**config.mk**
```make
export PLATFORM = sky130hd
export DESIGN_NAME = seq_mult
export DESIGN_NICKNAME = d
export VERILOG_FILES = /design/src/rtl/seq_mult_pkg.sv /design/src/rtl/seq_mult_pp_row.sv /design/src/rtl/seq_mult.sv
export SDC_FILE = /design/constraint.sdc
export NUM_CORES = 1
export LEC_CHECK = 0
export ABC_AREA = 1
export BUFFER_PORTS_ARGS = -buffer_cell sky130_fd_sc_hd__buf_2
export CORE_MARGIN = 2
export CORE_UTILIZATION = 55
export CTS_CLUSTER_SIZE = 30
export DETAILED_ROUTE_END_ITERATION = 10
export PLACE_DENSITY = 0.76
export SYNTH_ARGS = -nofsm -noshare
export SYNTH_HDL_FRONTEND = slang
export SYNTH_SLANG_ARGS = --single-unit
```
**constraint.sdc**
```tcl
create_clock -name clk -period 3.8 [get_ports clk]
set_input_delay 0.38 -clock clk [delete_from_list [all_inputs] [get_ports clk]]
set_output_delay 0.38 -clock clk [all_outputs]
set_load 0.05 [all_outputs]
```
**src/rtl/seq_mult_pkg.sv**
```systemverilog
// Shared constants and FSM encoding for the sequential shift-add multiplier.
package seq_mult_pkg;

  localparam int DEFAULT_WIDTH = 16;

  typedef enum logic [1:0] {
    ST_IDLE = 2'd0,
    ST_CALC = 2'd1,
    ST_DONE = 2'd2
  } seq_state_e;

  // Plain-vector aliases so state registers stay ordinary logic vectors.
  localparam logic [1:0] S_IDLE = ST_IDLE;
  localparam logic [1:0] S_CALC = ST_CALC;
  localparam logic [1:0] S_DONE = ST_DONE;

endpackage

```
**src/rtl/seq_mult_pp_row.sv**
```systemverilog
// One partial-product row: a shifted into column position 'shift',
// gated by the current multiplier bit.
// Optional build macro SEQ_MULT_APPROX_EN: clears every partial-product bit
// in columns below APPROX_COLS before it reaches the accumulator.
module seq_mult_pp_row #(
  parameter int WIDTH       = 16,
  parameter int APPROX_COLS = 0,
  parameter int CW          = 5
) (
  input  logic [WIDTH-1:0]   a,
  input  logic               b_bit,
  input  logic [CW-1:0]      shift,
  output logic [2*WIDTH-1:0] pp
);

`ifdef SEQ_MULT_APPROX_EN
  localparam logic [2*WIDTH-1:0] COL_MASK =
    ~(((2*WIDTH)'(1) << APPROX_COLS) - (2*WIDTH)'(1));
`else
  // Exact build: mask keeps every column whatever APPROX_COLS says.
  localparam logic [2*WIDTH-1:0] COL_MASK = (APPROX_COLS >= 0) ? '1 : '1;
`endif

  logic [2*WIDTH-1:0] shifted;

  // Gate the shifted multiplicand by the multiplier bit, then mask columns.
  always_comb begin
    shifted = {{WIDTH{1'b0}}, a} << shift;
    pp      = b_bit ? (shifted & COL_MASK) : '0;
  end

endmodule

```
**src/rtl/seq_mult.sv**
```systemverilog
// Radix-2 sequential multiplier: IDLE -> CALC (WIDTH cycles) -> DONE.
// Optional build macro SEQ_MULT_APPROX_EN truncates low product columns.
module seq_mult
  import seq_mult_pkg::*;
#(
  parameter int WIDTH       = DEFAULT_WIDTH,
  parameter int APPROX_COLS = 0
) (
  input  logic               clk,
  input  logic               rst_n,
  input  logic               in_valid,
  output logic               in_ready,
  input  logic [WIDTH-1:0]   a,
  input  logic [WIDTH-1:0]   b,
  output logic               out_valid,
  input  logic               out_ready,
  output logic [2*WIDTH-1:0] product,
  output logic               busy
);

  localparam int CW = $clog2(WIDTH + 1);

  logic [1:0]         state;
  logic [WIDTH-1:0]   a_q;
  logic [WIDTH-1:0]   b_q;   // shifted right each CALC cycle; b_q[0] is bit i
  logic [2*WIDTH-1:0] acc;
  logic [2*WIDTH-1:0] pp;
  logic [CW-1:0]      cnt;

  seq_mult_pp_row #(
    .WIDTH(WIDTH), .APPROX_COLS(APPROX_COLS), .CW(CW)
  ) u_pp_row (
    .a(a_q), .b_bit(b_q[0]), .shift(cnt), .pp(pp)
  );

  // FSM plus datapath: capture operands, accumulate one row per cycle, hold result.
  always_ff @(posedge clk or negedge rst_n) begin
    if (!rst_n) begin
      state <= S_IDLE;
      a_q   <= '0;
      b_q   <= '0;
      acc   <= '0;
      cnt   <= '0;
    end else begin
      case (state)
        S_IDLE: begin
          if (in_valid) begin
            a_q   <= a;
            b_q   <= b;
            acc   <= '0;
            cnt   <= '0;
            state <= S_CALC;
          end
        end
        S_CALC: begin
          acc <= acc + pp;
          b_q <= b_q >> 1;
          cnt <= cnt + 1'b1;
          if (cnt == CW'(WIDTH - 1)) state <= S_DONE;
        end
        S_DONE: begin
          if (out_ready) state <= S_IDLE;
        end
        default: state <= S_IDLE;
      endcase
    end
  end

  // Handshake flags decode straight from state; product is the accumulator.
  always_comb begin
    in_ready  = (state == S_IDLE);
    out_valid = (state == S_DONE);
    busy      = (state != S_IDLE);
    product   = acc;
  end

endmodule

```
# Yosys cells after proc, flatten, opt, wreduce, memory -nomap -nowiden
# Cells that the tools add are included.
[word_totals] register_bits=71 in_bits=36 output_inout_bits=35 wordCells=31
[classes] add_sub_neg=2 n_eq_ne=6 n_shift=1 mux=11 n_reduce_logical=6
[ops] cell="$mux 32" n=2
[ops] cell="$pmux 32 s2" n=1
[ops] cell="$add 32x32->32" n=1
[ops] cell="$pmux 16 s2" n=1
[ops] cell="$shl 16x5->32" n=1
[ops] cell="$mux 16" n=1
[ops] cell="$pmux 5 s2" n=1
[ops] cell="$mux 2" n=3
[ops] cell="$pmux 2 s3" n=1
[ops] cell="$add 5x1->5 const B" n=1
[ops] cell="$eq 5x4->1 const B" n=1
[ops] cell="$mux 5" n=1
[ops] cell="$ne 2x2->1 const B" n=2
[ops] cell="$reduce_and 2->1" n=2
[ops] cell="$reduce_bool 2->1" n=2
[ops] cell="$reduce_and 3->1" n=1
[ops] cell="$eq 2x1->1 const B" n=1
[ops] cell="$eq 2x2->1 const B" n=1
[ops] cell="$logic_not 2->1" n=1
[ops] cell="$ne 2x1->1 const B" n=1

# Logic depth before layout (Yosys ltp)
[depth] word_depth=4 mapped_depth=26 depth_no_buf=24

# Modules after synthesis
# Synthesis repeated with hierarchy kept, for this count alone.
[hier_totals] cells_unflattened=1020 hier_area_um2=6458.7
[by_module_without_submodules] mod="seq_mult" instances=1 cells_each=773 area_per_inst_um2=5144.9 seq_area_each_um2=1776.7
[by_module_without_submodules] mod="seq_mult_pp_row" instances=1 cells_each=247 area_per_inst_um2=1313.8 seq_area_each_um2=0.0

# Worst setup path before layout
# No wires, ideal clock.
[synth_path] kind="register -> register" startpoint="register cnt[0]" endpoint="register acc[22], in the netlist product[22]" setup_time_ps=118 arrival_time_ps=2542 required_ps=3682 setup_slack_ps=1140 path_stages_with_launch=26 path_buffers=2 synth_period_minus_slack_ps=2660 path_cell_list="dfrtp_1 buf_6 inv_6 buf_6 nand2_2 nand2_1 nand2_1 nor2_1 inv_1 nor2_1 inv_1 nor2_1 inv_1 fa_1 inv_1 nand3_1 nand2_1 nand3_1 nand2_1 nand2_1 nand2_1 nand3_1 nand2_1 nand2_1 nand3_1 nand2_1"
[synth_between] elab_chain_cells=4
[synth_rtl] element="start: declaration" line_no="seq_mult.sv:28" source="logic [CW-1:0] cnt;"
[synth_rtl] element="start signal: assignment" line_no="seq_mult.sv:58" source="cnt <= cnt + 1'b1;"
[synth_rtl] element="$shl 16x5->32" line_no="seq_mult_pp_row.sv:28" source="shifted = {{WIDTH{1'b0}}, a} << shift;"
[synth_rtl] element="$mux 32" line_no="seq_mult_pp_row.sv:29" source="pp = b_bit ? (shifted & COL_MASK) : '0;"
[synth_rtl] element="$add 32x32->32" line_no="seq_mult.sv:56" source="acc <= acc + pp;"
[synth_rtl] element="$pmux 32 s2" line_no="seq_mult.sv:45" source="case (state)"
[synth_rtl] element="end signal: assignment" line_no="seq_mult.sv:56"
[synth_rtl] element="end: declaration" line_no="seq_mult.sv:26" source="logic [2*WIDTH-1:0] acc;"
# No other way between the ends.
# A chain may end at the register's enable or synchronous reset.

# Worst setup path after layout
[layout_path] startpoint="register cnt[0]" endpoint="register acc[31], in the netlist product[31]"
# Same word-level chain as after synthesis.

==> run metrics <==
Crit. End Element=flip-flop; drc violations=0; Synth Area in Compound Gates=0.1525; RR Startpoint=cnt[0]; final wirelength=16,700 um; Synth Area in XOR/XNOR=0.004411; Layout Cells excl Fill=1,090; wire per inst=around 15 um; top cells by area, synth=dfrtp_1, nand2_1, ha_1; First DRT Iteration DRCs=between 500 and 600; count leader, synth=nand2_1; ys flop type=dfrtp_1; Rows=37; Total GRT Usage=0.3033; crit path kind=flip-flop to flip-flop; Buffers on Ports=70; clk_lat worst skew=0.38 ns; TNS Setup=0 ns; max_cap viols=0; Synth Area in Simple Gates=0.3436; Worst Setup Start Kind=flip-flop; Syn Inst Count=890; Worst Max-Slew Pin Slew=0.8860 ns; max frequency=294.5 MHz; register clock-pin slew on the reported worst setup and hold paths=0.08 ns; TritonCTS clock tree=done; register bit count reported by yosys=approximately 70; CTS buffer count=9; crit path max fanout=18; Syn Nets=960; largest family of logic cells by synthesized area=simple AND/OR/NAND/NOR gates; RSZ-0062 raised after global routing=no; Setup crit end=product[31]; status=completed; mapped cell area=0.005957 mm2; Post-CTS Setup Bufs=0; Antenna Cells=0; Crit Reg-Reg Endpoint=product[31]; Post-synth top cells=nand2_1, inv_1, nor2_1; Die Y-Extent=108.1 um; mux contribution to synthesized area=0.03382; Final nets=1,019; H-tree levels=3; fraction of registers with async set/reset=1.000; slew margin rel.=0.4093; initial core utilization=0.5719; DP Wirelength=12,990 um; area of the die=0.01168 mm2; CTS Hold Buffers Added=0; flop2flop setup slack=about 0.40 ns; Resized Gates After CTS=0; post-synth top area share=0.2983; Clock Skew=approximately 0.014 ns; Die Span X=between 100 and 150 um; final hold vios=0; clk buf depth=2; HP Class=input pin to async pin; CP dominant cell by count=nand2_1; path depth of the worst reg2reg path=22; # IOs=71; YS warnings=0; detailed-route via count=6,074; Final Slew Violations=0; Util after Layout=0.6282; adder-cell area share of the yosys netlist=0.07267; clk root buf=clkbuf_8; area delta synth->final=9.851%; Worst Setup SP=cnt[0]; EDFF count, synth=0; router iterations before antenna repair=5; global-route wire length before repair=27,440 um; Avg Cell Area, Syn=6.693 um2; # setup viols final=0; pin count of the biggest net entering global routing=72; initial antenna violation count=0; ANT nets after route=0; post-synthesis cell type count=48; Placed Instances=between 1,000 and 1,500; CP required=4.06 ns; Via density=5.572; placed inst area=approximately 0.0064 mm2; layout cells sized above 1=0.1551; Design Area, Final=0.006544 mm2; min cycle time layout=3.396 ns; clk sink count=71; vias in the first global route=5,503; max incr delay on CP=0.73 ns; Seq/Total Area, Yosys=0.2983; Critical Path, Cell by Cell=inv_6 > nand2_1 > and2_1 > nand2_1 > o21ai_1 > nand2_1 > o21ai_1 > nand2_1 > o21ai_1 > o22ai_1 > ha_1 > inv_1 > nor3_1 > nand2_1 > inv_1 > nand2_1 > nand2_1 > inv_1 > nand2_1 > nand3_1 > nand3_1 > nand2_1; Core ar.=around 0.010 mm2; gp weighted congestion=0.9584; slowest CP cell=dfrtp_1; total gr overflow=0; CP arrival=3.66 ns; Final Cycle Share=0.8936; top cell type by total area after synthesis=dfrtp_1
-- cell families after synthesis --
family                     after synthesis
muxes                                   17
and+or+nand+nor                        484
AOI/OAI and AO/OA                      152
buffers and inverters                  129
xor gates and xnor gates                 3
adders and majority gates               34
DFF                                     71
-- layout make-up --
cell class | instances | area (um2)
Multi-Input combinational cell | 690 | 3621
Fill cell | 1035 | 3872
Timing Repair Buffer | 77 | 405.4
Clock buffer | 10 | 137.6
Sequential cell | 71 | 1777
Tap cell | 136 | 170.2
Clock inverter | 6 | 52.55
Inverter | 100 | 380.4
-- registers in the layout (all words and copies together) (netlist names) --
| signal | count |
|---|---|
| cnt | 5 |
| b_q | 16 |
| product | 32 |
| a_q | 16 |
| state | 2 |
-- cells in the final DEF (no fill, tap or decap), types with 9 or more instances in the layout --
cell	n
nor3_1	25
nand2_1	289
buf_2	69
clkbuf_8	10
inv_1	90
nor2_1	81
ha_1	33
mux2_2	15
nand3_2	9
o21ai_1	32
a221oi_1	15
inv_2	9
nand3_1	53
a21oi_1	42
dfrtp_1	71
o21ai_0	28
-- worst max-delay path, delay by kind of cell, from the launching register on --
family / cells / cell delay, ns
buf+inv: 4 / 0.35
compound gates: 4 / 0.53
simple gates: 13 / 1.31
fa+ha+maj: 1 / 0.39
flops: 1 / 0.73
-- worst min-delay path by stage --
| stage | startpoint | endpoint | slack (ns) | cells after the start |
|---|---|---|---|---|
| finish | rst_n | a_q[12] | 0.13 | 1 |
| detailed placement | product[24] | product[24] | 0.50 | 2 |
| global placement | product[23] | product[23] | 0.49 | 2 |
| CTS | rst_n | a_q[12] | 0.16 | 1 |
| floorplan | rst_n | a_q[0] | 0.08 | 0 |
| global route | out_ready | state[1] | 0.18 | 2 |
-- through the flow --
step / setup WS, ns / hold slack, ns
finish: 0.4043 / 0.1305
global route: 0.07111 / 0.1808
CTS: 0.4885 / 0.1637
detailed placement: 0.5136 / 0.5037
global placement: 0.5644 / 0.4920
floorplan: 1.140 / 0.08441
-- routing by layer --
layer / up-vias / global-route usage / wire, um
met5: - / 0 / 0
met2: 260 / 0.4398 / 6981
li1: 3047 / - / -
met3: 23 / 0.04702 / 1410
met4: 0 / 0.1172 / 442
met1: 2744 / 0.4519 / 7861
Power is not shown: default switching activity piles up to over one toggle a cycle in this logic, so the estimate is an artifact.
